[config.mk]
export PLATFORM = sky130hd
export DESIGN_NAME = uart_rx_core
export DESIGN_NICKNAME = d
export VERILOG_FILES = /design/src/rtl/uart_rx_core.sv
export SDC_FILE = /design/constraint.sdc
export NUM_CORES = 1
export LEC_CHECK = 0
export BUFFER_PORTS_ARGS = -buffer_cell sky130_fd_sc_hd__buf_2
export CAP_MARGIN = 20
export CORE_ASPECT_RATIO = 0.75
export CORE_MARGIN = 2
export CORE_UTILIZATION = 50
export DETAILED_ROUTE_END_ITERATION = 8
export GPL_TIMING_DRIVEN = 0
export PLACE_DENSITY = 0.71
export SLEW_MARGIN = 20
export SYNTH_ARGS = -nofsm -noshare
export SYNTH_HDL_FRONTEND = slang
export SYNTH_SLANG_ARGS = --single-unit
[constraint.sdc]
create_clock -name clock -period 6.19 [get_ports clock]
set_input_delay 0.3095 -clock clock [delete_from_list [all_inputs] [get_ports clock]]
set_output_delay 0.3095 -clock clock [all_outputs]
set_load 0.01 [all_outputs]
[src/rtl/uart_rx_core.sv]
// UART receiver core: synchronizes the serial line, frames start/data/parity/stop bits
// at OVERSAMPLE ticks per bit and emits registered one-clock result strobes.
module uart_rx_core #(
    parameter int unsigned OVERSAMPLE = 16
) (
    input  logic        clock,
    input  logic        nReset,
    input  logic        uartRxd,
    input  logic [15:0] baudDivisor,
    input  logic        parityEnable,
    input  logic        parityOdd,
    input  logic        fifoFull,
    output logic        fifoWriteEnable,
    output logic [7:0]  fifoWriteData,
    output logic        frameError,
    output logic        parityError,
    output logic        overrun,
    output logic        busy
);

    typedef enum logic [2:0] {StIdle, StStart, StData, StParity, StStop} state_e;

    localparam logic [4:0] SampLast = 5'(OVERSAMPLE - 1);
    localparam logic [4:0] SampHalf = 5'(OVERSAMPLE / 2 - 1);

    state_e      state_q, state_d;
    logic        rx_meta_q, rx_s_q, rx_prev_q;
    logic [15:0] tick_cnt_q;
    logic [4:0]  samp_cnt_q;
    logic [2:0]  bit_cnt_q;
    logic [7:0]  shift_q;
    logic        par_flag_q;
    logic        we_q, fe_q, pe_q, ov_q;
    logic [7:0]  wdata_q;

    logic        tick, sample;
    logic [4:0]  samp_target;
    logic        we_d, fe_d, pe_d, ov_d;
    logic        par_bad;

    always_comb begin
        tick        = (state_q != StIdle) && (tick_cnt_q == 16'd0);
        samp_target = (state_q == StStart) ? SampHalf : SampLast;
        sample      = tick && (samp_cnt_q == samp_target);
        par_bad     = rx_s_q != ((^shift_q) ^ parityOdd);
        state_d     = state_q;
        we_d        = 1'b0;
        fe_d        = 1'b0;
        pe_d        = 1'b0;
        ov_d        = 1'b0;
        case (state_q)
            StIdle: begin
                if (rx_prev_q && !rx_s_q) state_d = StStart;
            end
            StStart: begin
                if (sample) state_d = rx_s_q ? StIdle : StData;
            end
            StData: begin
                if (sample && bit_cnt_q == 3'd7) state_d = parityEnable ? StParity : StStop;
            end
            StParity: begin
                if (sample) state_d = StStop;
            end
            StStop: begin
                if (sample) begin
                    state_d = StIdle;
                    // Error priority: framing, then parity, then overrun
                    if (!rx_s_q)        fe_d = 1'b1;
                    else if (par_flag_q) pe_d = 1'b1;
                    else if (fifoFull)   ov_d = 1'b1;
                    else                 we_d = 1'b1;
                end
            end
            default: state_d = StIdle;
        endcase
    end

    always_ff @(posedge clock or negedge nReset) begin
        if (!nReset) begin
            state_q <= StIdle;
        end else begin
            state_q <= state_d;
        end
    end

    always_ff @(posedge clock or negedge nReset) begin
        if (!nReset) begin
            rx_meta_q  <= 1'b1;
            rx_s_q     <= 1'b1;
            rx_prev_q  <= 1'b1;
            tick_cnt_q <= 16'd0;
            samp_cnt_q <= 5'd0;
            bit_cnt_q  <= 3'd0;
            shift_q    <= 8'h00;
            par_flag_q <= 1'b0;
            we_q       <= 1'b0;
            fe_q       <= 1'b0;
            pe_q       <= 1'b0;
            ov_q       <= 1'b0;
            wdata_q    <= 8'h00;
        end else begin
            rx_meta_q <= uartRxd;
            rx_s_q    <= rx_meta_q;
            rx_prev_q <= rx_s_q;

            if (state_q == StIdle) begin
                tick_cnt_q <= (state_d == StStart) ? baudDivisor : 16'd0;
            end else if (tick) begin
                tick_cnt_q <= baudDivisor;
            end else begin
                tick_cnt_q <= tick_cnt_q - 16'd1;
            end

            if (state_d != state_q || sample) begin
                samp_cnt_q <= 5'd0;
            end else if (tick) begin
                samp_cnt_q <= samp_cnt_q + 5'd1;
            end

            if (state_q != StData) begin
                bit_cnt_q <= 3'd0;
            end else if (sample) begin
                bit_cnt_q <= bit_cnt_q + 3'd1;
                shift_q   <= {rx_s_q, shift_q[7:1]};
            end

            if (state_q == StStart) begin
                par_flag_q <= 1'b0;
            end else if (state_q == StParity && sample) begin
                par_flag_q <= par_bad;
            end

            we_q <= we_d;
            fe_q <= fe_d;
            pe_q <= pe_d;
            ov_q <= ov_d;
            if (we_d) wdata_q <= shift_q;
        end
    end

    assign fifoWriteEnable = we_q;
    assign fifoWriteData   = wdata_q;
    assign frameError      = fe_q;
    assign parityError     = pe_q;
    assign overrun         = ov_q;
    assign busy            = (state_q != StIdle);

endmodule
**After elaboration in Yosys (flattened, before gate mapping)**

Cells that the tools add are included.

- Reductions and logical operators: 15
- Order comparisons: 0
- Equal/unequal tests: 10
- Add/sub/neg operators: 3
- Divide/modulo/power cells: 0
- $mul: 0
- Mux-type cells: 35
- Bitwise gates (word level): 2
- Shifts and indexed selects: 0

Operators by type and width:

| cell | count |
|---|---|
| 2-to-1 mux 16 bit | 3 |
| 2-to-1 mux 3 bit | 8 |
| 2-to-1 mux 1 bit | 19 |
| logical NOT 16 bit | 1 |
| subtractor 16 x 1 -> 16 bit (second input constant) | 1 |
| one-hot mux 3 bit (5 select lines) | 1 |
| 2-to-1 mux 5 bit | 2 |
| XOR reduction 8 bit | 1 |
| == test 3 x 1 -> 1 bit (second input constant) | 2 |
| == test 3 x 2 -> 1 bit (second input constant) | 2 |
| == test 3 bit (second input constant) | 2 |
| nonzero test 2 bit | 3 |
| adder 5 x 1 -> 5 bit (second input constant) | 1 |
| == test 5 x 4 -> 1 bit | 1 |
| logical AND 1 bit | 5 |
| 2-to-1 mux 4 bit | 1 |
| adder 3 x 1 -> 3 bit (second input constant) | 1 |
| logical NOT 3 bit | 1 |
| != test 3 x 2 -> 1 bit (second input constant) | 1 |
| != test 3 bit | 1 |
| nonzero test 3 bit | 1 |
| 2-to-1 mux 2 bit | 1 |
| AND reduction 2 bit | 1 |
| logical NOT 1 bit | 1 |
| 4 further kinds | 4 |

- Memory bits (read-only): 0
- Register bits after elaboration: 51
- Word-level logic and storage cells: 79
- Output and inout bits: 13
- Memories: 0
- Bits in latches: 0
- Memory bits (writable): 0

**Logic depth before layout (Yosys ltp)**

Gate-level depths: netlist of the first run.

- Depth after elaboration: 10
- Mapped depth: 8

**Worst setup path after synthesis of the first run**

No wires, ideal clock.

- Path type: register -> register
- From: reg tick_cnt_q[0]
- To: reg wdata_q[0], in the netlist fifoWriteData[0]
- Path slack: 4.002 ns
- Clock period less this slack: 2.188 ns
- Data required time: 6.065 ns
- Stages on the path, launching flop included: 8
- Arrival: 2.063 ns
- Path through: dfrtp_1 -> inv_1 -> ha_1 -> or2b_2 -> nand2b_2 -> nor4_4 -> nand4_4 -> mux2_2

- Longest elaborated chain between the ends: 5

Ends and longest elaborated chain:

| element | RTL line | RTL |
|---|---|---|
| start, declared | 28 | `logic [15:0] tick_cnt_q;` |
| start signal, assigned | 107 | `tick_cnt_q <= (state_d == StStart) ? baudDivisor : 16'd0;` |
| start signal, assigned | 109 | `tick_cnt_q <= baudDivisor;` |
| start signal, assigned | 111 | `tick_cnt_q <= tick_cnt_q - 16'd1;` |
| logical NOT 16 bit | 42 | `tick = (state_q != StIdle) && (tick_cnt_q == 16'd0);` |
| logical AND 1 bit | 42 |  |
| logical AND 1 bit | 44 | `sample = tick && (samp_cnt_q == samp_target);` |
| 2-to-1 mux 1 bit | 65 | `if (sample) begin` |
| 2-to-1 mux 1 bit | 51 | `case (state_q)` |
| end signal, assigned | 137 | `if (we_d) wdata_q <= shift_q;` |
| end, declared | 34 | `logic [7:0] wdata_q;` |

Every way passes these cells.
A chain may end at the register's enable or synchronous reset.

**Final worst setup path of the first run**

- From: reg tick_cnt_q[0]
- To: reg tick_cnt_q[13]

- Longest elaborated chain between the ends: 9
- Elaborated cells between the ends (all ways): 14
- Those cells by class: add/sub: 1; eq/ne: 1; mux: 8; reduce/logical: 4

Ends and longest elaborated chain:

| element | RTL line | RTL |
|---|---|---|
| logical NOT 16 bit | 42 |  |
| logical AND 1 bit | 42 |  |
| logical AND 1 bit | 44 |  |
| logical AND 1 bit | 59 | `if (sample && bit_cnt_q == 3'd7) state_d = parityEnable ? StParity : StStop;` |
| 2-to-1 mux 3 bit | 59 |  |
| one-hot mux 3 bit (5 select lines) | 51 |  |
| == test 3 x 1 -> 1 bit | 107 |  |
| 2-to-1 mux 16 bit | 107 |  |
| 2-to-1 mux 16 bit * | 106 | `if (state_q == StIdle) begin` |

Mark *: on every way between the ends. The rest lies on a longest branch, timed or not.

==> results summary, run 1 <==
By startpoint and endpoint, the worst setup path is classified as reg2reg. The internal reg-to-reg setup slack came out at 3730 ps. The sequential cell area is 1280 µm². Buffers added to address setup during post-CTS repair amount to 0. Walking the worst path, the cells encountered are inv_1, ha_1, or2b_2, nor4b_4, nand2_1, nand2_1, clkbuf_1, o2bb2ai_1. After routing, the total negative slack on setup checks comes to 0 ps. In this run the critical register-to-register path is captured at tick_cnt_q[13]$_DFF_PN0_. The count of hold-fix buffers inserted at cts came out at 0. At the pin with the least slew margin, the transition time is ~640 ps. The ratio of cells with drive above 1 in the final layout is 0.298. The routed design could run at a clock period as short as 2460 ps.

The synthesized design contains 0 enable-type register cells. The normalized max-slew margin is 0.573. The leftover overflow at the end of global routing came out at 0.

Setup repair after global routing left no endpoint under its margin. The via count is 1716. The area of the die is about 5700 µm².

The vertical extent of the die came out at 65.6 µm. The average wire per cell in the routed design came out at 14.4 µm. The net count reported at finish is roughly 280.

After filler insertion, the fill cell instance count of the layout stands at 428. The number of antenna diodes came out at 0. The total nets after synthesis is 240.

After synthesis the netlist holds a flip-flop and latch count of 51. The power density over cell area came out at between 200 and 250 nW/µm². In this run the horizontal extent of the chip is 86.2 µm. The area occupied by multi-input gates came out at ~1200 µm². The row count is 22. In the finished design, the share of the clock period the worst path needs comes to 0.398. The first-pass GRT wire length came out at 7890 µm. The number of buffers on the longest clock path is 2. The half-perimeter wire length after detailed placement is 3250 µm. The count of final hold-check violations was 0.

The depth of the worst register-to-register path came out at 8. The run finished with clean final reports. The via count of the first global-routing pass is between 1500 and 2000. In this run the worst hold path is classified as in2async. The element type at the critical path end is a flop. The leakage power is 1.30 nW.

The maximum VDD drop came out at 132 µV. The first detailed-routing pass took 4 iterations. Among the stages of the critical path, the cell type that occurs most often is sky130_fd_sc_hd__nand2_1. STA puts the critical path data arrival time at ~2700 ps.

The sequential element share of the synthesized area is 0.505. The clock skew after layout came out at 5.51 ps. In the synthesized netlist the dominant register cell turns out to be sky130_fd_sc_hd__dfrtp_1.

The cell area after technology mapping is 2530 µm². Derived from the worst setup path, the maximum achievable clock frequency is 0.406 GHz. The clock sink count came out at between 50 and 60. The congestion estimate from routability-driven global placement came to 0.780. TritonCTS built the clock tree. The depth of the CTS H-tree is 2.

The layout-stage area growth over the synthesis result is 14.3%. The count of endpoints failing setup in the final report came out at 0. The detailed-route DRC error count is 0. The longest individual stage delay on the worst path came out at 430 ps. The worst setup path is launched from a flop. The count of cells resized by post-cts repair is 0.

The cell type of the slowest stage on the worst timing path is sky130_fd_sc_hd__clkbuf_1. The total clock buffers created by CTS came out at 5. The maximum number of pins on one net before global-route repair is 52.

In this run, the number of DRC markers left after iteration 0 of detailed routing was 70. In this run the critical register-to-register path is launched from tick_cnt_q[0]$_DFF_PN0_. The clock-pin slew of the registers on the worst-case setup and hold paths came out at 90 ps. The all-layer global routing usage is 0.178. The worst-skew pair later-pin latency came out at around 300 ps. The routed wire length came out at ~4500 µm.

Yosys printed 0 warnings. The average cell area after synthesis is about 12 µm². The maximum fanout along the worst path is 10. Dividing the detail-routed via count by the number of cells gives ~5.4. The post-route antenna net violation count came out at 0. In this run the worst setup path terminates at tick_cnt_q[13]$_DFF_PN0_. For this run, the share of the core covered by cells in the final layout is 0.594. The tool flagged a number of max-cap violations equal to 0.

The number of pins with negative max-slew slack in the final report is 0. The port buffer count is 34. The number of antenna violations at the first check in global routing came to 0.

The required time of the worst setup path came out at between 6000 and 7000 ps. Synthesis handed over a netlist of 213 instances. In this run the worst setup path begins at tick_cnt_q[0]$_DFF_PN0_.

The distinct cell type count after synthesis is 40. The initial utilization of the core area, before any placement, comes to 0.520. Counting flops with an async set or reset pin after synthesis yields a share of 1.00. Clock tree synthesis selected as its root buffer the cell sky130_fd_sc_hd__clkbuf_8. The top-level port count came out at 35. The area inside the core boundary is slightly below 5000 µm².
[per-layer routing]
metal / track usage / vias up / wire, µm
li1: - / 846 / -
met1: 0.259 / 829 / 2300
met2: 0.267 / 34 / 1960
met3: 0.0402 / 7 / 201
met4: 0.0527 / 0 / 61
met5: 0 / - / 0
[placed cells by master (no fill, tap or decap), types with 6 or more instances in the layout]
| master | Yosys | layout |
|---|---|---|
| sky130_fd_sc_hd__buf_2 | 2 | 35 |
| sky130_fd_sc_hd__dfrtp_1 | 48 | 48 |
| sky130_fd_sc_hd__inv_1 | 6 | 6 |
| sky130_fd_sc_hd__mux2_2 | 16 | 16 |
| sky130_fd_sc_hd__nand2_1 | 15 | 15 |
| sky130_fd_sc_hd__nand3_1 | 10 | 10 |
| sky130_fd_sc_hd__nor2_1 | 12 | 12 |
| sky130_fd_sc_hd__o2bb2ai_1 | 16 | 16 |
| sky130_fd_sc_hd__xnor2_1 | 14 | 14 |
| sky130_fd_sc_hd__xor2_1 | 13 | 13 |
[cells in the mapped netlist, drive strengths merged (4+ instances only)]
library cell	n	area, µm²
o2bb2ai	16	140
dfrtp	48	1200
mux2	16	180
clkbuf	5	21.3
nand3	10	50.1
nand4b	4	35.0
inv	6	22.5
nor2	12	45.0
ha	5	62.6
buf	4	32.5
xor2	13	114
a21oi	5	25.0
xnor2	14	123
nor3	4	20.0
nor4	5	67.6
nand2	15	56.3
nor3b	4	30.0
[registers in the layout, indices dropped and copies added, names as in the netlist, 3 cells and up]
register,count
bit_cnt_q,3
fifoWriteData,8
samp_cnt_q,5
shift_q,8
state_q,3
tick_cnt_q,16
[worst max-delay path: cells and delay by family, from the launching register on]
kind	cells	cell delay [ps]
AO/OA/AOI/OAI	1	170
adder cells (fa/ha/maj)	1	150
buffers and inverters	2	520
flip-flops	1	420
AND/OR/NAND/NOR	4	1130
[cell type report]
cell class,count,share of cell area
flip-flops and latches,51,0.442
multi-input cells,147,0.406
repair buffers,34,0.0596
well taps,60,0.0259
clock buffers,5,0.0238
plain buffers,9,0.0186
clock inverters,3,0.0160
inverters,6,0.00778
[worst min-delay path by stage]
stage,from,to,slack (ps),cells past startpoint
finish,nReset,samp_cnt_q[4]$_DFFE_PN0P_,20,1
global route,uartRxd,rx_meta_q$_DFF_PN1_,70,1
CTS,nReset,state_q[0]$_DFF_PN0_,40,1
detailed placement,rx_meta_q$_DFF_PN1_,rx_s_q$_DFF_PN1_,350,0
global placement,rx_meta_q$_DFF_PN1_,rx_s_q$_DFF_PN1_,350,0
floorplan,nReset,bit_cnt_q[0]$_DFFE_PN0P_,10,0
[cell families after synthesis]
group / share of synthesized area
compound gates: 0.0800
flops: 0.505
xor+xnor: 0.102
mux: 0.0711
simple gates: 0.186
fa+ha+maj: 0.0247
buf+inv: 0.0301
[metrics by stage]
stage,cells,power (W),cell area (µm²),hold slack [ps],setup slack (ps)
2_1_floorplan,213,0.000345,2530,13.9,4000
3_3_place_gp,307,0.000359,2780,347,3750
3_5_place_dp,307,0.000359,2780,347,3720
4_1_cts,315,0.000593,2900,43.4,3710
5_1_grt,315,0.000610,2900,74.7,3500
6_report,315,0.000587,2900,21.1,3730
[power breakdown]
| part | internal [W] | leakage, nW | switching, W |
|---|---|---|---|
| combinational | 0.00000690 | 0.626 | 0.0000101 |
| clock | 0.000122 | 0.0548 | 0.000113 |
| sequential | 0.000335 | 0.620 | 0.000000300 |
Note: power is estimated with default switching activity, not from simulation.
==> inputs of run 2 (changes only) <==
- ABC_AREA: not set -> 1
- PLACE_DENSITY: 0.71 -> 0.7
- clock period: 6.19 -> 2.6 ns (I/O delays scaled with it)
==> run 2 against run 1 <==
- first-iteration DRC count is 140% higher
- wire length is 43% higher
- utilization is 0.57 points lower
- setup slack worse by 3100 ps
- clock power grew to 2.9 times the previous value
- combinational power grew to 43 times the previous value
- global-route usage is 3.8 points higher
==> results summary, run 2 <==
Outcome: completed (unchanged). The effective utilization at floorplan is 0.514 (was 0.520). The number of antenna violations at the first check in global routing is 0 (unchanged). The first-pass GRT wire length came out at 11400 µm (was 7890 µm). The most frequently used flop master after synthesis is sky130_fd_sc_hd__dfrtp_1 (unchanged). The endpoint arrival time on the critical path is 2210 ps (was 2690 ps). Post-synth top cells: 69 x sky130_fd_sc_hd__nand2_1, 52 x sky130_fd_sc_hd__inv_1, 48 x sky130_fd_sc_hd__dfrtp_1 (was 48 x sky130_fd_sc_hd__dfrtp_1, 16 x sky130_fd_sc_hd__mux2_2, 16 x sky130_fd_sc_hd__o2bb2ai_1). The clock-pin slew of the registers on the worst-case setup and hold paths came to 100 ps (was 90 ps). The maximum number of pins on one net before global-route repair is 52 (unchanged). The detailed-route DRC error count is 0 (unchanged). The flip-flop count of the largest register after layout is 16 (unchanged).

The count of maximum capacitance violations came out at 0 (unchanged). The leakage power came out at 1.78 nW (was 1.30 nW). The cell area after technology mapping is 2980 µm² (was 2530 µm²). The count of endpoints failing setup in the final report is 0 (unchanged).

The vertical extent of the die is 70.9 µm (was 65.6 µm). The power density over cell area is 718 nW/µm² (was 203 nW/µm²). The post-route antenna net violation count is 0 (unchanged). The number of antenna diodes came out at 0 (unchanged). The highest clock rate came out at 0.498 GHz (was 0.406 GHz). The worst-margin pin slew came to 642 ps (was 640 ps). The maximum fanout along the worst path is 10 (unchanged).

The normalized max-slew margin is 0.572 (was 0.573). Ranking of synthesized cells by area: sky130_fd_sc_hd__dfrtp_1 40%, sky130_fd_sc_hd__nand2_1 8.7%, sky130_fd_sc_hd__inv_1 6.5% (was sky130_fd_sc_hd__dfrtp_1 47%, sky130_fd_sc_hd__mux2_2 7.1%, sky130_fd_sc_hd__o2bb2ai_1 5.5%). The cell with the most instances after synthesis is sky130_fd_sc_hd__nand2_1 (was sky130_fd_sc_hd__dfrtp_1).

The number of pins with negative max-slew slack in the final report came out at 0 (unchanged). The count of synthesis-stage warnings from yosys was 0 (unchanged). The first-pass iteration count of the detailed router is 5 (was 4).

The average cell area after synthesis came out at 7.99 µm² (was 11.9 µm²). The filler cell count came out at 536 (was 428). The sequential cell area came out at 1280 µm² (unchanged).

The wire length on met3 came to 390 µm (was 201 µm). The minimum period implied by the final worst setup slack was 2010 ps (was 2460 ps). The fraction of registers with async set or reset after synthesis came out at 1.00 (unchanged). The leftover overflow at the end of global routing came out at 0 (unchanged). The cell type of the slowest stage on the worst timing path is sky130_fd_sc_hd__dfrtp_1 (was sky130_fd_sc_hd__clkbuf_1). The wire length on met1 came out at 3220 µm (was 2300 µm). The synthesis-stage register bit count came out at 51 (unchanged).

The port buffer count is 34 (unchanged). The routed wire length is 6460 µm (was 4520 µm). The area inside the core boundary came out at 5800 µm² (was 4870 µm²).

The count of cells resized by post-cts repair came out at 0 (unchanged). Cell Chain, Critical Path: inv_1, ha_1, inv_1, nor2_1, nand3_2, nor2_4, buf_6, nand4_2, buf_2, buf_2, nand4_1, nand2_1 (was inv_1, ha_1, or2b_2, nor4b_4, nand2_1, nand2_1, clkbuf_1, o2bb2ai_1). The count of final hold-check violations is 0 (unchanged). The TritonCTS clock tree is built (unchanged).

The register with the most flip-flops is tick_cnt_q (unchanged). The top cell type's share of synthesized area came out at 0.403 (was 0.474). The worst-skew pair later-pin latency came out at 310 ps (was 300 ps).

The synthesized instance count is 373 (was 213). The all-layer global routing usage is 0.216 (was 0.178). The final worst setup slack came to 592 ps (was 3730 ps). RSZ-0062 raised after global routing: no (unchanged). The clock tree root buffer cell is sky130_fd_sc_hd__clkbuf_8 (unchanged). The layout-stage area growth over the synthesis result was 14.4% (was 14.3%). The kind of cell adding the most delay to the critical path is buffers and inverters (was simple AND/OR/NAND/NOR gates). The number of buffers on the longest clock path is 2 (unchanged).

The ratio of cells with drive above 1 in the final layout came out at 0.206 (was 0.298). The half-perimeter wire length after detailed placement came out at 4660 µm (was 3250 µm). The startpoint class of the critical path is a flop (unchanged).

The weighted congestion at the end of routability-driven global placement is 0.893 (was 0.780). The area of the die is 6600 µm² (was 5660 µm²). The depth of the CTS H-tree is 2 (unchanged).

The post-synthesis cell type with the largest combined area is sky130_fd_sc_hd__dfrtp_1 (unchanged). The net count reported at finish was 443 (was 281). The clock skew after layout is 10.2 ps (was 5.51 ps).

The via count of the first global-routing pass came out at 2427 (was 1680). The post-route clock period utilization came out at 0.772 (was 0.398). Leading cell types in the layout, fill and taps excluded: 69 x sky130_fd_sc_hd__nand2_1, 52 x sky130_fd_sc_hd__inv_1, 48 x sky130_fd_sc_hd__dfrtp_1 (was 48 x sky130_fd_sc_hd__dfrtp_1, 35 x sky130_fd_sc_hd__buf_2, 16 x sky130_fd_sc_hd__o2bb2ai_1, 16 x sky130_fd_sc_hd__mux2_2, 15 x sky130_fd_sc_hd__nand2_1). The total clock buffers created by CTS is 5 (unchanged). The area occupied by multi-input gates is 1390 µm² (was 1180 µm²). The number of flops mapped to enable cells by yosys came out at 0 (unchanged). The required time of the worst setup path is 2810 ps (was 6420 ps). The chip width was 93.2 µm (was 86.2 µm). The first-iteration detailed-routing DRC count is 166 (was 70).

The routed length on met2 came out at 2810 µm (was 1960 µm). The top-level port count came out at 35 (unchanged). The type of the most critical hold path is in2reg (was in2async).

The maximum VDD drop came to 365 µV (was 132 µV). The number of buffer and inverter stages on the critical path is 5 (was 2). The total nets after synthesis came out at 400 (was 240). The type of the worst setup path was reg2reg (unchanged). The clock sink count came to 51 (unchanged).

The placement-stage worst setup slack came out at 590 ps (was 3720 ps). The leading cell type in the layout, fill and taps excluded is sky130_fd_sc_hd__nand2_1 (was sky130_fd_sc_hd__dfrtp_1). The element type at the critical path end is a flop (unchanged).

The sequential element share of the synthesized area was 0.429 (was 0.505). The row count came to 24 (was 22). The distinct cell type count after synthesis is 38 (was 40). The via count was 2553 (was 1716). The via density per instance is 5.16 (was 5.45). The sum of negative setup slack is 0 ps (unchanged). The average wire per cell in the routed design came out at 13.1 µm (was 14.4 µm).

The uppermost layer routed is met4 (unchanged). The longest individual stage delay on the worst path came to 370 ps (was 430 ps).
run 2: cell count changes in the layout (fill, tap and decap cells not counted), moves of 16 or more:
cell and delta:
sky130_fd_sc_hd__mux2_2 -16, sky130_fd_sc_hd__nand4_1 +20, sky130_fd_sc_hd__nor2_1 +23, sky130_fd_sc_hd__o21ai_0 +21
sky130_fd_sc_hd__nand2_1 +54, sky130_fd_sc_hd__inv_1 +46, sky130_fd_sc_hd__o2bb2ai_1 -16
run 2: kinds of logic (layout without fill, tap and decap cells):
| logic type | count (synthesis) | in the layout | synth area share |
|---|---|---|---|
| flip-flops | 51 | 51 | 0.429 |
| AND/OR/NAND/NOR | 173 | 173 | 0.292 |
| buffers and inverters | 73 | 117 | 0.103 |
| adder cells (fa/ha/maj) | 5 | 5 | 0.0210 |
| XOR/XNOR | 20 | 20 | 0.0588 |
| AO/OA/AOI/OAI | 51 | 51 | 0.0953 |
run 2: through the flow:
stage	power [W]	instance area (µm²)	instances	util	hold WS (ps)
floorplan	0.00160	2980	373	-	-166
global placement	0.00176	3250	485	0.560	235
detailed placement	0.00178	3250	485	0.561	204
CTS	0.00246	3410	495	0.589	20.8
global route	0.00264	3410	495	0.589	17.8
finish	0.00245	3410	495	0.589	33.0
run 2: worst paths after layout:
| check | cells after the start | to | slack (ps) | from |
|---|---|---|---|---|
| setup / recovery | 12 | tick_cnt_q[11]$_DFF_PN0_ | 590 | tick_cnt_q[0]$_DFF_PN0_ |
| hold / removal | 2 | fifoWriteEnable$_DFF_PN0_ | 30 | fifoFull |
| setup reg to reg | 12 | tick_cnt_q[11]$_DFF_PN0_ | 590 | tick_cnt_q[0]$_DFF_PN0_ |
| hold reg to reg | 0 | rx_s_q$_DFF_PN1_ | 360 | rx_meta_q$_DFF_PN1_ |
| max in group asynchronous | 2 | shift_q[0]$_DFFE_PN0P_ | 1790 | nReset |
| min in group asynchronous | 2 | tick_cnt_q[5]$_DFF_PN0_ | 390 | nReset |
run 2: final cells by class:
class                           count  share of cell area
Sequential cell                    51               0.375
Timing Repair Buffer               36              0.0565
Multi-Input combinational cell    249               0.408
Tap cell                           78              0.0286
Clock buffer                        5              0.0202
Buffer                             13              0.0242
Clock inverter                      3              0.0209
Inverter                           60              0.0660
run 2: layer usage:
metal,global-route usage,vias to the layer above
li1,-,1286
met1,0.331,1184
met2,0.320,79
met3,0.0373,4
met4,0.0523,0
met5,0,-
run 2: timing repair:
action,4_1_cts,5_1_grt
buffers inserted,0,0
hold buffers,2,0
hold endpoints to repair,49,0
run 2: report_power, final:
group / internal, W / switching [W] / total (W) / leakage [nW]
registers: 0.000928 / 0.000115 / 0.00104 / 0.656
logic: 0.000288 / 0.000448 / 0.000736 / 1.05
clock network: 0.000391 / 0.000279 / 0.000670 / 0.0703
total: 0.00161 / 0.000842 / 0.00245 / 1.78
